**config.mk**
```make
export PLATFORM = sky130hd
export DESIGN_NAME = mux_select_arbiter
export DESIGN_NICKNAME = d
export VERILOG_FILES = /design/src/rtl/mux_select_arbiter.sv
export SDC_FILE = /design/constraint.sdc
export NUM_CORES = 1
export LEC_CHECK = 0
export CAP_MARGIN = 30
export CORE_UTILIZATION = 40
export DETAILED_ROUTE_END_ITERATION = 16
export PLACE_DENSITY = 0.67
export SYNTH_ARGS = -nofsm -noshare
export SYNTH_HDL_FRONTEND = slang
export SYNTH_SLANG_ARGS = --single-unit
```
**constraint.sdc**
```tcl
create_clock -name clk -period 2.4 [get_ports clk]
set_input_delay 0.72 -clock clk [delete_from_list [all_inputs] [get_ports clk]]
set_output_delay 0.72 -clock clk [all_outputs]
set_load 0.02 [all_outputs]
```
**src/rtl/mux_select_arbiter.sv**
```systemverilog
// Round-robin scheduler sharing one 4:1 Mux between four requesters.
// Steers the Mux select lines, waits a settle window when the select
// actually changes, then issues a one-hot grant with a bounded tenure.
module mux_select_arbiter #(
    parameter int SETTLE_CYCLES = 3,
    parameter int MAX_HOLD      = 8,
    parameter int CNT_W         = 4
) (
    input  logic       clk,
    input  logic       rst,
    input  logic [3:0] req,
    output logic [1:0] select,
    output logic [3:0] grant,
    output logic       busy
);

    typedef enum logic [1:0] {
        ST_IDLE   = 2'd0,
        ST_SETTLE = 2'd1,
        ST_GRANT  = 2'd2
    } state_t;

    localparam logic [CNT_W-1:0] SETTLE_LAST = CNT_W'(SETTLE_CYCLES - 1);
    localparam logic [CNT_W-1:0] HOLD_LAST   = CNT_W'(MAX_HOLD - 1);

    state_t           r_state, w_state_nx;
    logic [1:0]       r_select, w_select_nx;
    logic [3:0]       r_grant, w_grant_nx;
    logic             r_busy, w_busy_nx;
    logic [CNT_W-1:0] r_cnt, w_cnt_nx;
    logic [1:0]       r_last, w_last_nx;

    logic [1:0]       w_winner;
    logic             w_any_req;
    logic             w_sel_req;

    // First requester found scanning upward from the one after the last served.
    function automatic logic [1:0] rr_pick(input logic [3:0] rq, input logic [1:0] last);
        logic [1:0] idx;
        logic       found;
        rr_pick = last;
        found   = 1'b0;
        for (int k = 1; k <= 4; k++) begin
            idx = last + 2'(k);
            if (!found && rq[idx]) begin
                rr_pick = idx;
                found   = 1'b1;
            end
        end
    endfunction

    assign w_winner  = rr_pick(req, r_last);
    assign w_any_req = |req;
    assign w_sel_req = req[r_select];

    // State and output registers; reset parks the Mux on input 0 with req0 first in line.
    always_ff @(posedge clk or posedge rst) begin
        if (rst) begin
            r_state  <= ST_IDLE;
            r_select <= 2'd0;
            r_grant  <= 4'd0;
            r_busy   <= 1'b0;
            r_cnt    <= '0;
            r_last   <= 2'd3;
        end else begin
            r_state  <= w_state_nx;
            r_select <= w_select_nx;
            r_grant  <= w_grant_nx;
            r_busy   <= w_busy_nx;
            r_cnt    <= w_cnt_nx;
            r_last   <= w_last_nx;
        end
    end

    // Next-state and next-output decode; select only moves on the IDLE->SETTLE step.
    always_comb begin
        w_state_nx  = r_state;
        w_select_nx = r_select;
        w_grant_nx  = r_grant;
        w_busy_nx   = r_busy;
        w_cnt_nx    = r_cnt;
        w_last_nx   = r_last;
        unique case (r_state)
            ST_IDLE: begin
                if (w_any_req) begin
                    w_busy_nx = 1'b1;
                    w_cnt_nx  = '0;
                    if (w_winner != r_select) begin
                        // Mux must be re-steered: wait for its output to settle.
                        w_select_nx = w_winner;
                        w_state_nx  = ST_SETTLE;
                    end else begin
                        // Mux already points at the winner, grant straight away.
                        w_grant_nx = 4'b0001 << w_winner;
                        w_state_nx = ST_GRANT;
                    end
                end
            end
            ST_SETTLE: begin
                if (!w_sel_req) begin
                    // Requester gave up before the grant: abandon without granting.
                    w_last_nx  = r_select;
                    w_busy_nx  = 1'b0;
                    w_cnt_nx   = '0;
                    w_state_nx = ST_IDLE;
                end else if (r_cnt == SETTLE_LAST) begin
                    w_grant_nx = 4'b0001 << r_select;
                    w_cnt_nx   = '0;
                    w_state_nx = ST_GRANT;
                end else begin
                    w_cnt_nx = r_cnt + 1'b1;
                end
            end
            ST_GRANT: begin
                if (!w_sel_req || (r_cnt == HOLD_LAST)) begin
                    w_grant_nx = 4'd0;
                    w_busy_nx  = 1'b0;
                    w_last_nx  = r_select;
                    w_cnt_nx   = '0;
                    w_state_nx = ST_IDLE;
                end else begin
                    w_cnt_nx = r_cnt + 1'b1;
                end
            end
            default: begin
                w_state_nx = ST_IDLE;
                w_grant_nx = 4'd0;
                w_busy_nx  = 1'b0;
                w_cnt_nx   = '0;
            end
        endcase
    end

    assign select = r_select;
    assign grant  = r_grant;
    assign busy   = r_busy;

endmodule
```
==> flow_summary.json <==
{
  "status": "completed",
  "die_h_um": 51.7,
  "fin_skew_ps": 2.85,
  "maxCapViolCount": 0,
  "port_buffers": 12,
  "initial_core_util": 0.434,
  "vdd_drop_max_mv": 0.683,
  "hold_class": "reg2reg",
  "dp_hpwl_um": 1730,
  "min_to": "busy$_DFFE_PP0P_",
  "fin_nets": 146,
  "synth_area_leader_cell": "dfrtp_1",
  "antenna_found_initial": 0,
  "hold_viol": 0,
  "ys_warn_count": 0,
  "cp.arrival_ps": 2550,
  "viasPerCell": 5.44,
  "fin_crit_sh": 0.987,
  "fin_area_mm2": 0.00128,
  "cp-end-kind": "flop",
  "crit_fanout": 4,
  "max_freq_mhz": 422,
  "syn_avg_cell_area_um2": 9.31,
  "vias": 881,
  "worstSkewPairLatency_ps": 290,
  "wl_per_cell_um": 14.1,
  "place.gp.congestion": 0.856,
  "hold_start": "busy$_DFFE_PP0P_",
  "synthArstFlopShare": 1.00,
  "critPathRequiredTime_ps": 2580,
  "worst_slew_pin_slew_ps": 564,
  "cts_max_path_buffers": 2,
  "synth.area.top_cells": "dfrtp_1 (33%), ha_1 (6.3%), mux2_2 (5.7%)",
  "grt_pass1_wl_um": 4100,
  "die_x_um": 51.7,
  "grt_max_degree": 16,
  "critPathKind": "in2reg",
  "synth-edff-count": 0,
  "overflow": 0,
  "fin_total_pwr_uw": 1570,
  "slew_violations": 0,
  "synthToLayoutAreaGrowth_pct": 29.3,
  "place_area_mm2": 0.00123,
  "power.density_mw_per_mm2": 1230,
  "r2r-end": "grant[2]$_DFFE_PP0P_",
  "r2r_cells": 4,
  "worstPathCellList": "clkdlybuf4s50_1 > mux4_2 > a221o_1 > a21oi_4 > mux2_2",
  "finalSetupViolCount": 0,
  "drive_gt1_frac": 0.224,
  "ys_types": 37,
  "grt_usage": 0.215,
  "cp_slowest_cell": "mux4_2",
  "rows": 17,
  "reg2reg_from": "select[0]$_DFFE_PP0P_",
  "synthCells": 106,
  "wl_um": 2280,
  "slew-limit-headroom": 0.624,
  "placeableCoreArea_mm2": 0.00228,
  "root_buffer": "clkbuf_4",
  "drc_errors": 0,
  "critPathMaxStageDelay_ps": 490,
  "synth_top_cell_area_share": 0.330,
  "holdBufCountCts": 0,
  "final_core_util": 0.561,
  "leakagePower_uw": 0.000554,
  "first_iter_violations": 15,
  "boundaryPins": 13,
  "cts_tree": "built",
  "cts.sinks": 15,
  "reg2reg_slack_ps": 350,
  "first_global_vias": 929,
  "fin_tns_setup_ps": 0,
  "clkTransAtPathRegs_ps": 90,
  "syn-num-nets": 117,
  "critPathLaunchType": "primary input",
  "ant_nets": 0,
  "cts_buffers": 3,
  "rsz0062_at_grt": "no",
  "die-area_mm2": 0.00267,
  "fin_crit_ps": 2370,
  "diodes": 0,
  "synth-seq-cells": 15,
  "whs_path_depth": 2,
  "firstDrtPassIters": 4,
  "synth_area_um2": 987,
  "synth_ff_type": "dfrtp_1",
  "htree_levels": 1,
  "ys_seq_area_frac": 0.383
}
-- per-layer routing --
metal  track usage  share of wire  vias to the layer above  routed length [um]
met5             0              0                        -                   0
li1              -              -                      433                   -
met3        0.0351          0.027                        5                  61
met4         0.108          0.021                        0                  49
met1         0.262           0.44                      427                1010
met2         0.364           0.51                       16                1160
-- timing repair --
| action | 4_1_cts | 5_1_grt |
|---|---|---|
| resized for setup | 2 | 2 |
| buffers inserted | 1 | 0 |
| pin swaps | 1 | 1 |
| setup endpoints to repair | 4 | 4 |
-- registers in the layout (all words and copies together) (netlist names) --
signal and count:
r_cnt 4, select 2, r_state 2, busy 1
r_last 2, grant 4
-- cells in the final DEF (no fill, tap or decap), types with 2 or more instances in the layout --
cell,netlist,final
dfstp_2,2,2
nand2_1,12,12
nand2b_1,4,4
nand3_1,5,5
a31oi_1,2,2
ha_1,5,5
a21o_1,2,2
nand3b_1,3,3
nor3b_1,2,2
a32o_1,2,2
inv_1,12,12
dlygate4sd2_1,0,2
xnor2_1,2,2
nor2_1,6,6
clkdlybuf4s50_1,0,10
dfrtp_1,13,13
buf_4,0,14
mux2_2,5,5
clkbuf_4,0,3
a21oi_1,2,2
o21ai_0,7,7
-- power by group --
group | internal (uW) | switching [uW]
registers | 354 | 91.6
clock network | 64.7 | 85.1
logic | 489 | 490
total | 907 | 667
-- cells by family after synthesis --
group	after synthesis	share of synthesized area
AO/OA/AOI/OAI	25	0.193
XOR/XNOR	2	0.0177
adder cells (fa/ha/maj)	5	0.0634
buffers and inverters	14	0.0545
flip-flops	15	0.383
multiplexers	7	0.0900
AND/OR/NAND/NOR	38	0.199
-- worst max-delay path by stage --
| stage | slack [ps] | depth (start not counted) | endpoint | start |
|---|---|---|---|---|
| after floorplan | 220 | 4 | grant[0]$_DFFE_PP0P_ | req[3] |
| after global placement | -300 | 5 | grant[3]$_DFFE_PP0P_ | req[1] |
| after detailed placement | -350 | 5 | grant[2]$_DFFE_PP0P_ | req[1] |
| after CTS | -6 | 5 | grant[2]$_DFFE_PP0P_ | req[3] |
| after global routing | 7 | 5 | grant[3]$_DFFE_PP0P_ | req[3] |
| final | 30 | 5 | grant[2]$_DFFE_PP0P_ | req[2] |
-- layout make-up --
| cell class | instances | area [um^2] |
|---|---|---|
| fillers | 200 | 1000 |
| repair buffers | 26 | 223 |
| well taps | 28 | 35.0 |
| inverters | 12 | 45.0 |
| clock buffers | 4 | 26.3 |
| multi-input cells | 77 | 569 |
| flip-flops and latches | 15 | 378 |
-- synthesized netlist by cell type, drive strengths merged, types with 3 or more instances --
cell type / number
a21oi: 3
nand3b: 3
nand2: 12
dfrtp: 13
nand3: 5
nor2: 6
ha: 5
mux2: 5
inv: 12
a31oi: 3
o21ai: 8
nand2b: 4
-- per-stage QoR --
stage	setup WS, ps	instances	hold slack, ps
after floorplan	217	106	485
after global placement	-298	157	487
after global routing	6.72	162	552
final	32.2	162	512
after CTS	-5.73	162	523
after detailed placement	-352	157	499
-- critical path, delay by kind of cell --
family          cells  cell delay (ps)
buf+inv             1              420
mux                 2              850
compound gates      2              560
Power figures use the tool's default switching activity.
